[src/rtl/ahfp_round_pipe_if.sv]
// Valid/ready stream bundle for the ahfp round-to-integral pipe.
// The operand stream comes in and the rounded-result stream goes out.
interface ahfp_round_pipe_if #(
   parameter int unsigned EXP_W = 8,
   parameter int unsigned MAN_W = 23
);
   localparam int unsigned W = 1 + EXP_W + MAN_W;

   logic         in_valid;
   logic         in_ready;
   logic [W-1:0] in_data;
   logic [1:0]   in_mode;
   logic         out_valid;
   logic         out_ready;
   logic [W-1:0] out_data;
   logic         out_inexact;

   modport slave (
      input  in_valid, in_data, in_mode, out_ready,
      output in_ready, out_valid, out_data, out_inexact
   );

   modport master (
      output in_valid, in_data, in_mode, out_ready,
      input  in_ready, out_valid, out_data, out_inexact
   );
endinterface

[src/rtl/ahfp_round_pipe.sv]
// Two-stage IEEE-754 round-to-integral unit (floor/ceil/trunc/RNE) on valid/ready streams.
// S1 classifies, clears the fraction and decides the increment; S2 adds the increment.
module ahfp_round_pipe #(
   parameter int unsigned EXP_W     = 8,
   parameter int unsigned MAN_W     = 23,
   parameter bit          CLAMP_NEG = 1'b0
) (
   input  logic             clk,
   input  logic             rst_n,
   ahfp_round_pipe_if.slave bus
);
   localparam int unsigned W     = 1 + EXP_W + MAN_W;
   localparam int unsigned MAG_W = EXP_W + MAN_W;
   localparam int unsigned BIAS  = 2**(EXP_W-1) - 1;

   logic             w_sign;
   logic [EXP_W-1:0] w_exp;
   logic [MAN_W-1:0] w_man;
   logic [MAG_W-1:0] w_mag;
   logic             w_nan;
   int               w_e;
   int               w_sh;
   logic [MAN_W:0]   w_unit;
   logic [MAN_W-1:0] w_mask;
   logic [MAN_W:0]   w_gl;
   logic             w_frac;
   logic             w_sticky;
   logic             w_inc;
   logic [MAG_W-1:0] w_one;
   logic             w_s1_sign;
   logic [MAG_W-1:0] w_s1_mag;
   logic [MAG_W-1:0] w_s1_add;
   logic             w_s1_inex;
   logic             w_s1_adv;
   logic             w_in_ready;

   logic             r_s1_valid;
   logic             r_s1_sign;
   logic [MAG_W-1:0] r_s1_mag;
   logic [MAG_W-1:0] r_s1_add;
   logic             r_s1_inex;
   logic             r_out_valid;
   logic [W-1:0]     r_out_data;
   logic             r_out_inex;

   assign w_s1_adv   = !r_out_valid || bus.out_ready;
   assign w_in_ready = !r_s1_valid || w_s1_adv;

   // S1: classify operand, clear fraction bits, choose the addend
   always_comb begin
      w_sign    = bus.in_data[W-1];
      w_exp     = bus.in_data[W-2 -: EXP_W];
      w_man     = bus.in_data[MAN_W-1:0];
      w_mag     = bus.in_data[MAG_W-1:0];
      w_nan     = (&w_exp) && (|w_man);
      w_e       = int'(w_exp) - int'(BIAS);
      w_sh      = int'(MAN_W) - w_e;
      w_unit    = (MAN_W+1)'(1) << w_sh;
      w_mask    = MAN_W'(w_unit - (MAN_W+1)'(1));
      w_gl      = {1'b1, w_man} >> (w_sh - 1);
      w_frac    = |(w_man & w_mask);
      w_sticky  = |(w_man & (w_mask >> 1));
      w_one     = {EXP_W'(BIAS), MAN_W'(0)};
      w_inc     = 1'b0;
      w_s1_sign = w_sign;
      w_s1_mag  = w_mag;
      w_s1_add  = '0;
      w_s1_inex = 1'b0;

      if (CLAMP_NEG && w_sign && !w_nan) begin
         w_s1_sign = 1'b0;
         w_s1_mag  = '0;
         w_s1_inex = |w_mag;
      end else if ((&w_exp) || (w_e >= int'(MAN_W))) begin
         w_s1_mag = w_mag;
      end else if (w_e < 0) begin
         // |x| < 1: result magnitude is either 0 or exactly 1.0
         w_frac    = |w_mag;
         w_s1_mag  = '0;
         w_s1_inex = w_frac;
         case (bus.in_mode)
            2'b00:   w_inc = w_sign & w_frac;
            2'b01:   w_inc = !w_sign & w_frac;
            2'b10:   w_inc = 1'b0;
            default: w_inc = (w_e == -1) && (|w_man);
         endcase
         w_s1_add = w_inc ? w_one : '0;
      end else begin
         case (bus.in_mode)
            2'b00:   w_inc = w_sign & w_frac;
            2'b01:   w_inc = !w_sign & w_frac;
            2'b10:   w_inc = 1'b0;
            default: w_inc = w_gl[0] & (w_sticky | w_gl[1]);
         endcase
         w_s1_mag  = w_mag & ~{EXP_W'(0), w_mask};
         w_s1_add  = w_inc ? MAG_W'(w_unit) : '0;
         w_s1_inex = w_frac;
      end
   end

   // Pipeline registers; carry out of the mantissa rolls into the exponent
   always_ff @(posedge clk or negedge rst_n) begin
      if (!rst_n) begin
         r_s1_valid  <= 1'b0;
         r_s1_sign   <= 1'b0;
         r_s1_mag    <= '0;
         r_s1_add    <= '0;
         r_s1_inex   <= 1'b0;
         r_out_valid <= 1'b0;
         r_out_data  <= '0;
         r_out_inex  <= 1'b0;
      end else begin
         if (w_in_ready) begin
            r_s1_valid <= bus.in_valid;
            if (bus.in_valid) begin
               r_s1_sign <= w_s1_sign;
               r_s1_mag  <= w_s1_mag;
               r_s1_add  <= w_s1_add;
               r_s1_inex <= w_s1_inex;
            end
         end
         if (w_s1_adv) begin
            r_out_valid <= r_s1_valid;
            if (r_s1_valid) begin
               r_out_data <= {r_s1_sign, r_s1_mag + r_s1_add};
               r_out_inex <= r_s1_inex;
            end
         end
      end
   end

   assign bus.in_ready    = w_in_ready;
   assign bus.out_valid   = r_out_valid;
   assign bus.out_data    = r_out_data;
   assign bus.out_inexact = r_out_inex;
endmodule
[src/flat_wrapper.sv]
// flat-port wrapper written by rule: the top's interface ports become plain ports
module ahfp_round_pipe_flat 
#(
   parameter int unsigned EXP_W     = 8,
   parameter int unsigned MAN_W     = 23,
   parameter bit          CLAMP_NEG = 1'b0
)
  (clk, rst_n, bus_in_valid, bus_in_data, bus_in_mode, bus_out_ready, bus_in_ready, bus_out_valid, bus_out_data, bus_out_inexact);
  ahfp_round_pipe_if #(.EXP_W(EXP_W), .MAN_W(MAN_W)) bus_i ();
  input  logic clk;
  input  logic rst_n;
  input wire logic [$bits(bus_i.in_valid)-1:0] bus_in_valid;
  input wire logic [$bits(bus_i.in_data)-1:0] bus_in_data;
  input wire logic [$bits(bus_i.in_mode)-1:0] bus_in_mode;
  input wire logic [$bits(bus_i.out_ready)-1:0] bus_out_ready;
  output wire logic [$bits(bus_i.in_ready)-1:0] bus_in_ready;
  output wire logic [$bits(bus_i.out_valid)-1:0] bus_out_valid;
  output wire logic [$bits(bus_i.out_data)-1:0] bus_out_data;
  output wire logic [$bits(bus_i.out_inexact)-1:0] bus_out_inexact;
  assign bus_i.in_valid = bus_in_valid;
  assign bus_i.in_data = bus_in_data;
  assign bus_i.in_mode = bus_in_mode;
  assign bus_i.out_ready = bus_out_ready;
  assign bus_in_ready = bus_i.in_ready;
  assign bus_out_valid = bus_i.out_valid;
  assign bus_out_data = bus_i.out_data;
  assign bus_out_inexact = bus_i.out_inexact;
  ahfp_round_pipe #(.EXP_W(EXP_W), .MAN_W(MAN_W), .CLAMP_NEG(CLAMP_NEG)) u_core (.clk(clk), .rst_n(rst_n), .bus(bus_i));
endmodule
[config.mk]
export PLATFORM = sky130hd
export DESIGN_NAME = ahfp_round_pipe_flat
export DESIGN_NICKNAME = d
export VERILOG_FILES = /design/src/rtl/ahfp_round_pipe_if.sv /design/src/rtl/ahfp_round_pipe.sv /design/src/flat_wrapper.sv
export SDC_FILE = /design/constraint.sdc
export NUM_CORES = 1
export LEC_CHECK = 0
export BUFFER_PORTS_ARGS = -buffer_cell sky130_fd_sc_hd__buf_2
export CORE_MARGIN = 1.5
export CORE_UTILIZATION = 53
export DETAILED_ROUTE_END_ITERATION = 6
export PLACE_DENSITY_LB_ADDON = 0.2
export REMOVE_ABC_BUFFERS = 1
export SLEW_MARGIN = 20
export SYNTH_ARGS = -nofsm -noshare
export SYNTH_HDL_FRONTEND = slang
export SYNTH_SLANG_ARGS = --single-unit
[constraint.sdc]
create_clock -name clk -period 7.8 [get_ports clk]
set_input_delay 1.95 -clock clk [delete_from_list [all_inputs] [get_ports clk]]
set_output_delay 1.95 -clock clk [all_outputs]
set_load 0.01 [all_outputs]
==> results.cfg <==
[clock_network]
worstSkewPairLatency_ps = 350
clk_path_buf_depth = 2
post-cts-setup-buffers = 0
clock-sinks = 93
ctsResizeCount = 0
h-tree-depth = 3
hold_buffers = 0
clk_transition_reported_paths_ps = 60
cts-buffers-inserted = 9
cts_root_buf = clkbuf_16
cts_tree = yes

[setup_path]
cp.arrival_ps = 7440
startpoint = bus_in_data[23]
r2r_end = u_core.bus.out_data[28]
path_class = in -> reg
reg2regPathDepth = 14
worst-path-max-fanout = 13
worstSetupStartpointType = primary input
cp-endpoint = u_core.r_s1_add[20]
end_kind = flop
rrSetupSlack_ps = 4040
required_ps = 8020
r2r_start = u_core.r_s1_add[0]

[die]
rows = 44
io_pins = 73
core_area_mm2 = 0.0147
dieArea_mm2 = 0.0160
start_util_pct = 55.0
die_h_um = 127
chipWidth_um = 127

[detailed_routing]
wirelength_mm = 27.0
firstDrtPassIters = 5
drc_errors = 0
ant_nets = 0
wl_per_cell_um = 21.2
via_per_inst = 6.54
dr.first_iter.drc_count = 751
vias = 8326

[grt]
antenna_found_initial = 0
track_usage_pct = 34.1
grt_max_degree = 77
grt_pass1_vias = 7833
grt_overflow = 0
grt_pass1_wl_mm = 42.5

[layout]
nNetsFinal = 1166
instances_no_fill = 1273
drive_gt1_share_pct = 16.0
fillerInstances = 1365
area_growth_syn_to_layout_pct = 12.5
n_antenna_cell = 0

[worst_hold_path]
hold_class = reg -> reg
worstHoldStart = u_core.bus.out_data[14]
hold_depth = 2

[place]
numPortBuffers = 72
placed_cells = 1257
hpwl_mm = 20.4
place_congestion = 0.989

[timing]
finClkSkew_ps = 9.59
period_needed_ps = 7220
timing.final.crit_share_pct = 92.6
finalSetupTns_ps = 0
rsz0062_at_grt = false
slew_headroom_pct = 18.8
fmax_ghz = 0.139
setup_viol = 0
worst-slew-pin-transition_ps = 1210
final_hold_viol_count = 0
drv_slew = 0

[yosys]
synth.most_common_cell = nand2_1
synth_ff_type = dfrtp_1
yosys_warnings = 0
synth_area_leaders = dfrtp_1, nand2_1, ha_1, o21ai_0, nand3_1
yosys.cell_types.count = 83
synth_top_cell_by_area = dfrtp_1
avgSynthCellArea_um2 = 7.98
ys_seq_elements = 93
synth.top_cells.by_count = nand2_1, dfrtp_1, o21ai_0, nand3_1, nor2_1
syn_inst = 1013
synth-async-reset-ratio_pct = 100
yosysSeqAreaShare_pct = 28.8
yosysTopAreaCellShare_pct = 28.8
synth_edf_count = 0
syn_area_mm2 = 0.00808

[run]
max-cap-violations = 0

[run_status]
status = completed

[power_and_ir_drop]
leakagePower_nw = 4.08
powerDensity_mw_per_mm2 = 162
ir_drop_mv = 0.110
## how the worst min path moves through the flow
stage	to	slack, ps
after global placement	u_core.bus.out_data[4]	460
after detailed placement	u_core.r_s1_mag[2]	460
after CTS	u_core.r_s1_mag[0]	480
final	u_core.bus.out_data[14]	470
after global routing	u_core.bus.out_data[5]	490
after floorplan	u_core.r_s1_sign	440
## metal layers
layer	vias up	global-route usage (%)	wire length, µm
met1	3902	46.9	11600
met2	411	52.4	12000
met4	0	14.5	1050
met3	83	6.83	2390
li1	3930	-	-
met5	-	0	0
## logic make-up (layout without fill, tap and decap cells)
logic type / after synthesis / count (layout) / synth area share [%]
simple gates: 434 / 434 / 26.5
fa+ha+maj: 44 / 44 / 6.90
xor+xnor: 44 / 44 / 4.95
flops: 93 / 93 / 28.8
buf+inv: 96 / 172 / 4.95
mux: 20 / 20 / 3.99
compound gates: 282 / 282 / 24.0
## sequential cells by signal, summed over array words and instances, names as in the netlist
signal                  count
u_core.bus.out_valid        1
u_core.r_s1_inex            1
u_core.r_s1_sign            1
u_core.r_s1_mag            31
u_core.bus.out_data        32
u_core.bus.out_inexact      1
u_core.r_s1_add            25
u_core.r_s1_valid           1
## critical path, cell delays in order
cell and delay (ps):
buf_2 120, ha_1 290, buf_4 210, nand2_1 90
nor2_1 40, o221a_2 220, a31oi_1 310, nand2_1 110
ha_1 210, or4_1 520, or2_2 330, nor3_1 260
and4_1 290, nand4_1 170, ha_1 320, inv_1 190
a31oi_1 170, or2_2 390, o21ai_0 280, o2111ai_1 200
o31a_1 380, buf_4 200, nand4_1 100, nand3_1 80
## per-stage QoR
stage	setup WS [ps]	hold WS, ps	power [mW]	instance area [µm²]	utilization (%)
6_report	580	470	1.47	9100	61.9
2_1_floorplan	450	442	0.819	7820	-
3_5_place_dp	307	461	0.997	8770	59.7
3_3_place_gp	402	455	0.995	8770	59.7
5_1_grt	111	493	1.55	9100	61.9
4_1_cts	668	477	1.47	9100	61.9
## final cells by class
type                    instances  area, µm²  area share, %
clock buffers                  10        229           2.52
clock inverters                 6       93.8           1.03
inverters                      37        139           1.53
multi-input cells             824       5360           58.9
flip-flops and latches         93       2330           25.6
well taps                     184        230           2.53
repair buffers                119        716           7.87
## power breakdown
part | internal [mW] | total (mW) | switching [mW] | leakage [nW]
Combinational | 0.160 | 0.434 | 0.274 | 2.69
Clock | 0.284 | 0.476 | 0.193 | 0.154
Sequential | 0.534 | 0.564 | 0.0297 | 1.23
Total | 0.978 | 1.47 | 0.496 | 4.08
## layout by cell type (no fill, tap or decap), types with 6 or more instances in the layout
cell	instances
o41ai_1	6
o211ai_1	24
nand2b_1	14
a21oi_1	45
buf_2	71
buf_4	48
a211oi_1	8
o31ai_1	16
inv_1	36
nor4_1	20
o2111ai_1	8
nor2b_1	7
nand3_1	56
nand4_1	27
mux2_2	8
nor3_1	37
a21o_1	18
o21ai_0	76
clkbuf_16	9
xor2_1	14
ha_1	43
or4_1	7
nand2_1	164
and3_1	9
a32o_1	9
xnor2_1	29
a31oi_1	9
mux4_2	9
or3_1	7
dfrtp_1	93
nor2_1	49
No activity file was read; power rests on OpenSTA's default activity.
